### config.mk
export PLATFORM = sky130hd
export DESIGN_NAME = csa_stream_accumulator
export DESIGN_NICKNAME = d
export VERILOG_FILES = /design/src/rtl/csa_pkg.sv /design/src/rtl/csa_row.sv /design/src/rtl/csa_stream_accumulator.sv
export SDC_FILE = /design/constraint.sdc
export NUM_CORES = 1
export LEC_CHECK = 0
export ABC_AREA = 1
export CAP_MARGIN = 20
export CORE_MARGIN = 10
export CORE_UTILIZATION = 40
export DETAILED_ROUTE_END_ITERATION = 10
export DONT_BUFFER_PORTS = 1
export PLACE_DENSITY = 0.58
export SKIP_LAST_GASP = 1
export SYNTH_ARGS = -nofsm -noshare
export SYNTH_HDL_FRONTEND = slang
export SYNTH_SLANG_ARGS = --single-unit
### constraint.sdc
create_clock -name clk -period 2.4 [get_ports clk]
set_clock_uncertainty 0.2 [all_clocks]
set_input_delay 0 -clock clk [delete_from_list [all_inputs] [get_ports clk]]
set_output_delay 0 -clock clk [all_outputs]
set_load 0.01 [all_outputs]
### src/rtl/csa_pkg.sv
// ============================================================================
//  Module   : csa_pkg
//  Brief    : Shared state encoding and width helper for the CSA accumulator.
//  Revision : 1.0
// ============================================================================
`default_nettype none

package csa_pkg;

  typedef enum logic [1:0] {
    ST_ACCUM   = 2'd0,
    ST_RESOLVE = 2'd1,
    ST_OUTPUT  = 2'd2
  } state_t;

  // Enough headroom for lanes*max_beats operands of the given width.
  function automatic int acc_width(input int width, input int lanes, input int max_beats);
    return width + $clog2(lanes * max_beats);
  endfunction

endpackage

`default_nettype wire

### src/rtl/csa_row.sv
// ============================================================================
//  Module   : csa_row
//  Brief    : One 3:2 carry-save compressor row; c carries weight 2.
//  Revision : 1.0
// ============================================================================
`default_nettype none

module csa_row #(
  parameter int W = 4
) (
  input  logic [W-1:0] x,
  input  logic [W-1:0] y,
  input  logic [W-1:0] z,
  output logic [W-1:0] s,
  output logic [W-1:0] c
);

  assign s = x ^ y ^ z;
  assign c = (x & y) | (x & z) | (y & z);

endmodule

`default_nettype wire

### src/rtl/csa_stream_accumulator.sv
// ============================================================================
//  Module   : csa_stream_accumulator
//  Brief    : Streaming multi-lane carry-save accumulator with one-cycle resolve.
//  Revision : 1.0
// ============================================================================
`default_nettype none

module csa_stream_accumulator
  import csa_pkg::*;
#(
  parameter int WIDTH     = 4,
  parameter int LANES     = 3,
  parameter int MAX_BEATS = 16,
  localparam int ACC_W    = acc_width(WIDTH, LANES, MAX_BEATS)
) (
  input  logic                   clk,
  input  logic                   rst_n,
  input  logic                   clr,
  input  logic                   in_valid,
  output logic                   in_ready,
  input  logic [LANES*WIDTH-1:0] in_data,
  input  logic                   in_last,
  output logic                   out_valid,
  input  logic                   out_ready,
  output logic [ACC_W-1:0]       out_sum,
  output logic                   out_overflow
);

  localparam int CNT_W = $clog2(MAX_BEATS + 2);
  localparam logic [CNT_W-1:0] c_cnt_sat = CNT_W'(MAX_BEATS + 1);
  localparam logic [CNT_W-1:0] c_cnt_max = CNT_W'(MAX_BEATS);

  state_t           r_state;
  state_t           w_next;
  logic [ACC_W-1:0] r_sum;
  logic [ACC_W-1:0] r_carry;
  logic [CNT_W-1:0] r_beat_cnt;
  logic             w_accept;
  logic             w_out_fire;

  logic [ACC_W-1:0] w_lane [LANES];
  logic [ACC_W-1:0] w_x    [LANES];
  logic [ACC_W-1:0] w_y    [LANES];
  logic [ACC_W-1:0] w_s    [LANES];
  logic [ACC_W-1:0] w_c    [LANES];

  // Row 0 folds the stored pair with lane 0; each later row folds in one more lane.
  for (genvar i = 0; i < LANES; i++) begin : g_row
    assign w_lane[i] = ACC_W'(in_data[i*WIDTH +: WIDTH]);
    if (i == 0) begin : g_first
      assign w_x[i] = r_sum;
      assign w_y[i] = r_carry << 1;
    end else begin : g_chain
      assign w_x[i] = w_s[i-1];
      assign w_y[i] = w_c[i-1] << 1;
    end
    csa_row #(.W(ACC_W)) u_row (
      .x (w_x[i]),
      .y (w_y[i]),
      .z (w_lane[i]),
      .s (w_s[i]),
      .c (w_c[i])
    );
  end

  always_ff @(posedge clk or negedge rst_n) begin
    if (!rst_n) r_state <= ST_ACCUM;
    else        r_state <= w_next;
  end

  always_comb begin
    w_next    = r_state;
    in_ready  = 1'b0;
    out_valid = 1'b0;
    case (r_state)
      ST_ACCUM: begin
        in_ready = 1'b1;
        if (in_valid && in_last) w_next = ST_RESOLVE;
      end
      ST_RESOLVE: w_next = ST_OUTPUT;
      ST_OUTPUT: begin
        out_valid = 1'b1;
        if (out_ready) w_next = ST_ACCUM;
      end
      default: w_next = ST_ACCUM;
    endcase
    if (clr) w_next = ST_ACCUM;
  end

  assign w_accept   = in_valid  & in_ready  & ~clr;
  assign w_out_fire = out_valid & out_ready & ~clr;

  always_ff @(posedge clk or negedge rst_n) begin
    if (!rst_n) begin
      r_sum        <= '0;
      r_carry      <= '0;
      r_beat_cnt   <= '0;
      out_sum      <= '0;
      out_overflow <= 1'b0;
    end else begin
      if (clr || w_out_fire) begin
        r_sum      <= '0;
        r_carry    <= '0;
        r_beat_cnt <= '0;
      end else if (w_accept) begin
        r_sum   <= w_s[LANES-1];
        r_carry <= w_c[LANES-1];
        if (r_beat_cnt != c_cnt_sat) r_beat_cnt <= r_beat_cnt + 1'b1;
      end
      // Single carry-propagate add, only in the resolve cycle.
      if (r_state == ST_RESOLVE && !clr) begin
        out_sum      <= r_sum + (r_carry << 1);
        out_overflow <= (r_beat_cnt > c_cnt_max);
      end
    end
  end

endmodule

`default_nettype wire

Yosys cells after proc, flatten, opt, wreduce, memory -nomap -nowiden
Index checks and enable logic that the tools add are counted.

Register bits after elaboration: 37. Output and inout port bits: 13. Logic and storage cells: 62.

$add $sub $neg: 2. Magnitude comparators: 1. Equal/unequal tests: 5. Mux-type cells: 13. Bitwise gates (word level): 26. Reduce and logical (&&, ||, !) cells: 9.

Operators by type and width (number): bitwise AND 9 x 4 -> 9 bit (6); bitwise OR 9 bit (6); XOR 10 bit (3); XOR 10 x 4 -> 10 bit (3); bitwise AND 9 bit (3); 2-to-1 mux 10 bit (2); 2-to-1 mux 9 bit (2); 2-to-1 mux 5 bit (3); adder 10 bit (1); 2-to-1 mux 2 bit (3); != test 3 bit, second input constant (2); one-hot mux 2 bit (3 select lines) (1); adder 5 x 1 -> 5 bit, second input constant (1); greater-than comparator 5 bit, second input constant (1); != test 5 bit, second input constant (1); bitwise AND 1 bit (4); AND reduction 2 bit (2); nonzero test 2 bit (2); equality test 2 x 1 -> 1 bit, second input constant (1); equality test 2 bit, second input constant (1); logical AND 1 bit (2); logical NOT 2 bit (1); 2-to-1 mux 1 bit (2); logical NOT 1 bit (1); 2 further kinds (2).

Logic depth before layout (Yosys ltp)
Depth after elaboration: 11. Depth in mapped cells: 11.

Hierarchy
A second synthesis with hierarchy kept.

Cells, all modules: 273. Area total of the unflattened synthesis: 2590.0 um2.

By module, submodules not included: csa_stream_accumulator (instances 1, cells each 243, area an instance 1989.4 um2, seq. area each 925.9 um2); csa_row (instances 3, cells each 10, area an instance 200.2 um2, seq. area each 0.0 um2).

Worst setup path before layout
OpenSTA, ideal clock, no wires.

Path kind: register -> register. Start: reg r_carry[1]. End: reg r_sum[2]. Library setup time: 126 ps. Arrival: 1979 ps. Data required time: 2074 ps. Setup slack: 95 ps. Stages on the path, launching flop included: 6. Path buffers: 0. Cells stage by stage: dfrtp_1 > fa_1 > inv_1 > fa_1 > fa_1 > o22ai_1.

Longest elaborated chain between the ends: 8.

RTL lines: start: declaration (line csa_stream_accumulator.sv:36) `logic [ACC_W-1:0] r_carry;`; start signal: assignment (line csa_stream_accumulator.sv:107) `r_carry <= w_c[LANES-1];`; XOR 10 bit (line csa_row.sv:18) `assign s = x ^ y ^ z;`; XOR 10 x 4 -> 10 bit (line csa_row.sv:18); XOR 10 bit (line csa_row.sv:18); XOR 10 x 4 -> 10 bit (line csa_row.sv:18); XOR 10 bit (line csa_row.sv:18); XOR 10 x 4 -> 10 bit (line csa_row.sv:18); 2-to-1 mux 10 bit (line csa_stream_accumulator.sv:105) `end else if (w_accept) begin`; 2-to-1 mux 10 bit (line csa_stream_accumulator.sv:101) `if (clr || w_out_fire) begin`; end signal: assignment (line csa_stream_accumulator.sv:106) `r_sum <= w_s[LANES-1];`; end: declaration (line csa_stream_accumulator.sv:35) `logic [ACC_W-1:0] r_sum;`.

No other way between the ends. The select of a mux whose other input is x is not followed. A chain may end at the register's enable or synchronous reset.

Worst setup path after layout
Same ends and word-level chain as after synthesis.

==> results.toml <==
[drt]
wl_per_cell_um = 14.4
drc = 0
vias = 1804
wirelength_mm = 5.37
viasPerCell = 4.85
dr.pass1.iters = 4
drt_iter0_drc = 46
drtAntennaViolNets = 0

[clock_tree]
ctsResizeCount = 0
insertion_delay_ns = 0.29
numCtsBuffers = 5
path_clk_slew_ns = 0.08
cts.path.max_buffers = 2
cts_root_buf = "clkbuf_8"
cts.sinks = 37
cts_tree = "yes"
cts_max_level = 2

[synth]
syn_avg_cell_area_um2 = 9.02
synth_top_area_share_pct = 37.6
ys_seq_area_share_pct = 37.6
synth_area_mm2 = 0.00246
ys_warn_count = 0
synth.top_cells.by_area = "dfrtp_1 38%, nand2_1 13%, ha_1 12%"
synth_fp_nets = 329
synthArstFlopShare_pct = 100
synth_edf_count = 0
synth_cell_type_count = 30
yosysTopAreaCell = "dfrtp_1"
synth_flop_cell = "dfrtp_1"
ys_ff_latch = 37
synth_cells = 273

[worst_setup_path]
start_kind = "flop"
reg2regPathDepth = 5
slowest_stage = "fa_1"
crit_path_end_kind = "flop"
critPathKind = "reg2reg"
timing.rr.end = "r_sum[2]"
worstPathMaxFanout = 3
cp_data_required_time_ns = 2.42
crit_chain = "fa_1 -> inv_1 -> fa_1 -> fa_1 -> o22ai_1"
ff2ff_setup_slack_ns = 0.05
cp.arrival_ns = 2.36
worst_path_most_repeated_cell = "fa_1"
r2r_start = "r_carry[1]"
slowest_delay_ns = 0.51

[floorplan]
core-area_mm2 = 0.00596
die_h_um = 98.5
die_w_um = 98.5
die-area_mm2 = 0.00970
io_pins = 31
initial_core_util_pct = 41.4
placementRows = 28

[sta]
relSlewSlack_pct = 46.0
final_hold_viol_count = 0
setup_viol = 0
max_freq_mhz = 426
setup_ws_ns = 0.0531
setup_tns_ns = 0
worstMarginPinSlew_ns = 0.808
fin_crit_ns = 2.35
period_share_pct = 97.8
rsz0062_at_grt = "yes"
finalMaxSlewViolations = 0

[outcome]
status = "completed"

[finish]
fin_cells = 372
final_cell_area_mm2 = 0.00282
area_delta_synth_final_pct = 14.3
num_antenna_cells = 0
nets = 353
drive_above_1_share_pct = 9.43
fillers = 594

[global_routing]
grt_pass1_wl_mm = 9.52
grt_max_degree = 23
grt-ovfl-total = 0
antenna_found_initial = 0
grt_usage_pct = 11.7
grt_pass1_vias = 2029

[power_and_ir_drop]
power.density_mw_per_mm2 = 684
sw_frac_of_total_pct = 35.7
switching_power_uw = 687
intPower_uw = 1240
leakagePower_uw = 0.00149
power_frac_clock_pct = 23.0
ir_worst_vdd_v = 0.000343
p_seq_share_pct = 43.3
p_total_uw = 1930
pwr-share-comb_pct = 33.7

[min_path]
hold_end = "r_carry[0]"
hp-start = "in_data[0]"
min_path_type = "in2reg"
worstHoldPathCells = 5

[placed_design]
place_area_mm2 = 0.00252
port_buffers = 0
placed_cells = 345
place_ws_ns = 0.0297
gp_congestion = 0.781
dpl.hpwl_mm = 3.83

[flow_run]
drv_cap = 0
-- worst max-delay path, delay by kind of cell, from the launching register on --
| kind | cells | cell delay (ns) |
|---|---|---|
| AO/OA/AOI/OAI | 1 | 0.17 |
| adder cells (fa/ha/maj) | 3 | 1.44 |
| buffers and inverters | 1 | 0.05 |
| flip-flops | 1 | 0.41 |
-- Yosys cell counts (2+ instances only) --
master   number
a21oi_1       2
buf_6         4
dfrtp_1      37
fa_1         14
ha_1         24
inv_1        33
inv_2         3
nand2_1      84
nand2_4       2
nand3_1      18
nor2_1       11
nor2_4        2
o21ai_0      10
o21ai_1       6
o21ai_2       3
or2_2         2
xnor2_1       4
xor2_1        2
-- cell usage in the layout, fill, tap and decap left out, drive strengths merged, types with 5 or more instances in the layout --
master and count:
buf 5, clkbuf 7, dfrtp 37, dlygate4sd3 16
fa 14, ha 24, inv 37, nand2 86
nand3 18, nor2 14, o21ai 19
-- stage by stage --
stage | hold WS (ns) | util [%]
final | 0.0128 | 47.3
after global routing | 0.0657 | 47.3
after CTS | 0.0160 | 46.8
after detailed placement | -0.494 | 42.3
after global placement | -0.493 | 42.3
after floorplan | -0.496 | -
-- power by group through the flow --
stage / Combinational [uW] / Clock [uW] / Sequential [uW]
final: 649 / 443 / 834
after global routing: 769 / 480 / 855
after CTS: 637 / 457 / 838
after detailed placement: 582 / 0 / 851
after global placement: 567 / 0 / 846
after floorplan: 467 / 0 / 822
-- worst max-delay path by stage --
stage / slack [ns] / cells after the start / endpoint / startpoint
floorplan: 0.1 / 5 / r_sum[2] / r_carry[1]
global placement: 0.07 / 5 / r_sum[2] / r_carry[1]
detailed placement: 0.03 / 5 / r_sum[2] / r_carry[1]
CTS: 0.02 / 5 / r_sum[2] / r_carry[1]
global route: -0.004 / 5 / r_sum[2] / r_carry[1]
finish: 0.05 / 5 / r_sum[2] / r_carry[1]
-- logic make-up after synthesis --
logic type      synth area share [%]
simple gates                    22.3
xor+xnor                        2.13
fa+ha+maj                       23.6
flops                           37.6
buf+inv                         7.57
compound gates                  6.86
-- layout make-up --
class	count	area, um2	share of cell area (%)
inverters	37	141	5.02
multi-input cells	195	1350	48.0
flip-flops and latches	37	926	32.9
well taps	75	93.8	3.33
clock buffers	7	86.3	3.07
repair buffers	21	218	7.73
-- per-layer routing --
layer / share of wire [%] / global-route usage, %
met5: 0 / 0
met4: 0.67 / 2.98
met3: 4.9 / 3.49
met1: 47 / 14.4
met2: 47 / 19.5
-- registers in the layout, indices dropped and copies added (netlist names) --
signal / cells
out_overflow: 1
r_sum: 10
r_state: 2
r_beat_cnt: 5
out_sum: 10
r_carry: 9
-- what timing repair did --
| action | 4_1_cts | 5_1_grt |
|---|---|---|
| buffers inserted | 0 | 2 |
| endpoints found under the setup margin | 0 | 5 |
| endpoints found under the hold margin | 74 | 0 |
| hold buffers | 17 | 0 |
No activity file was read; power rests on OpenSTA's default activity.
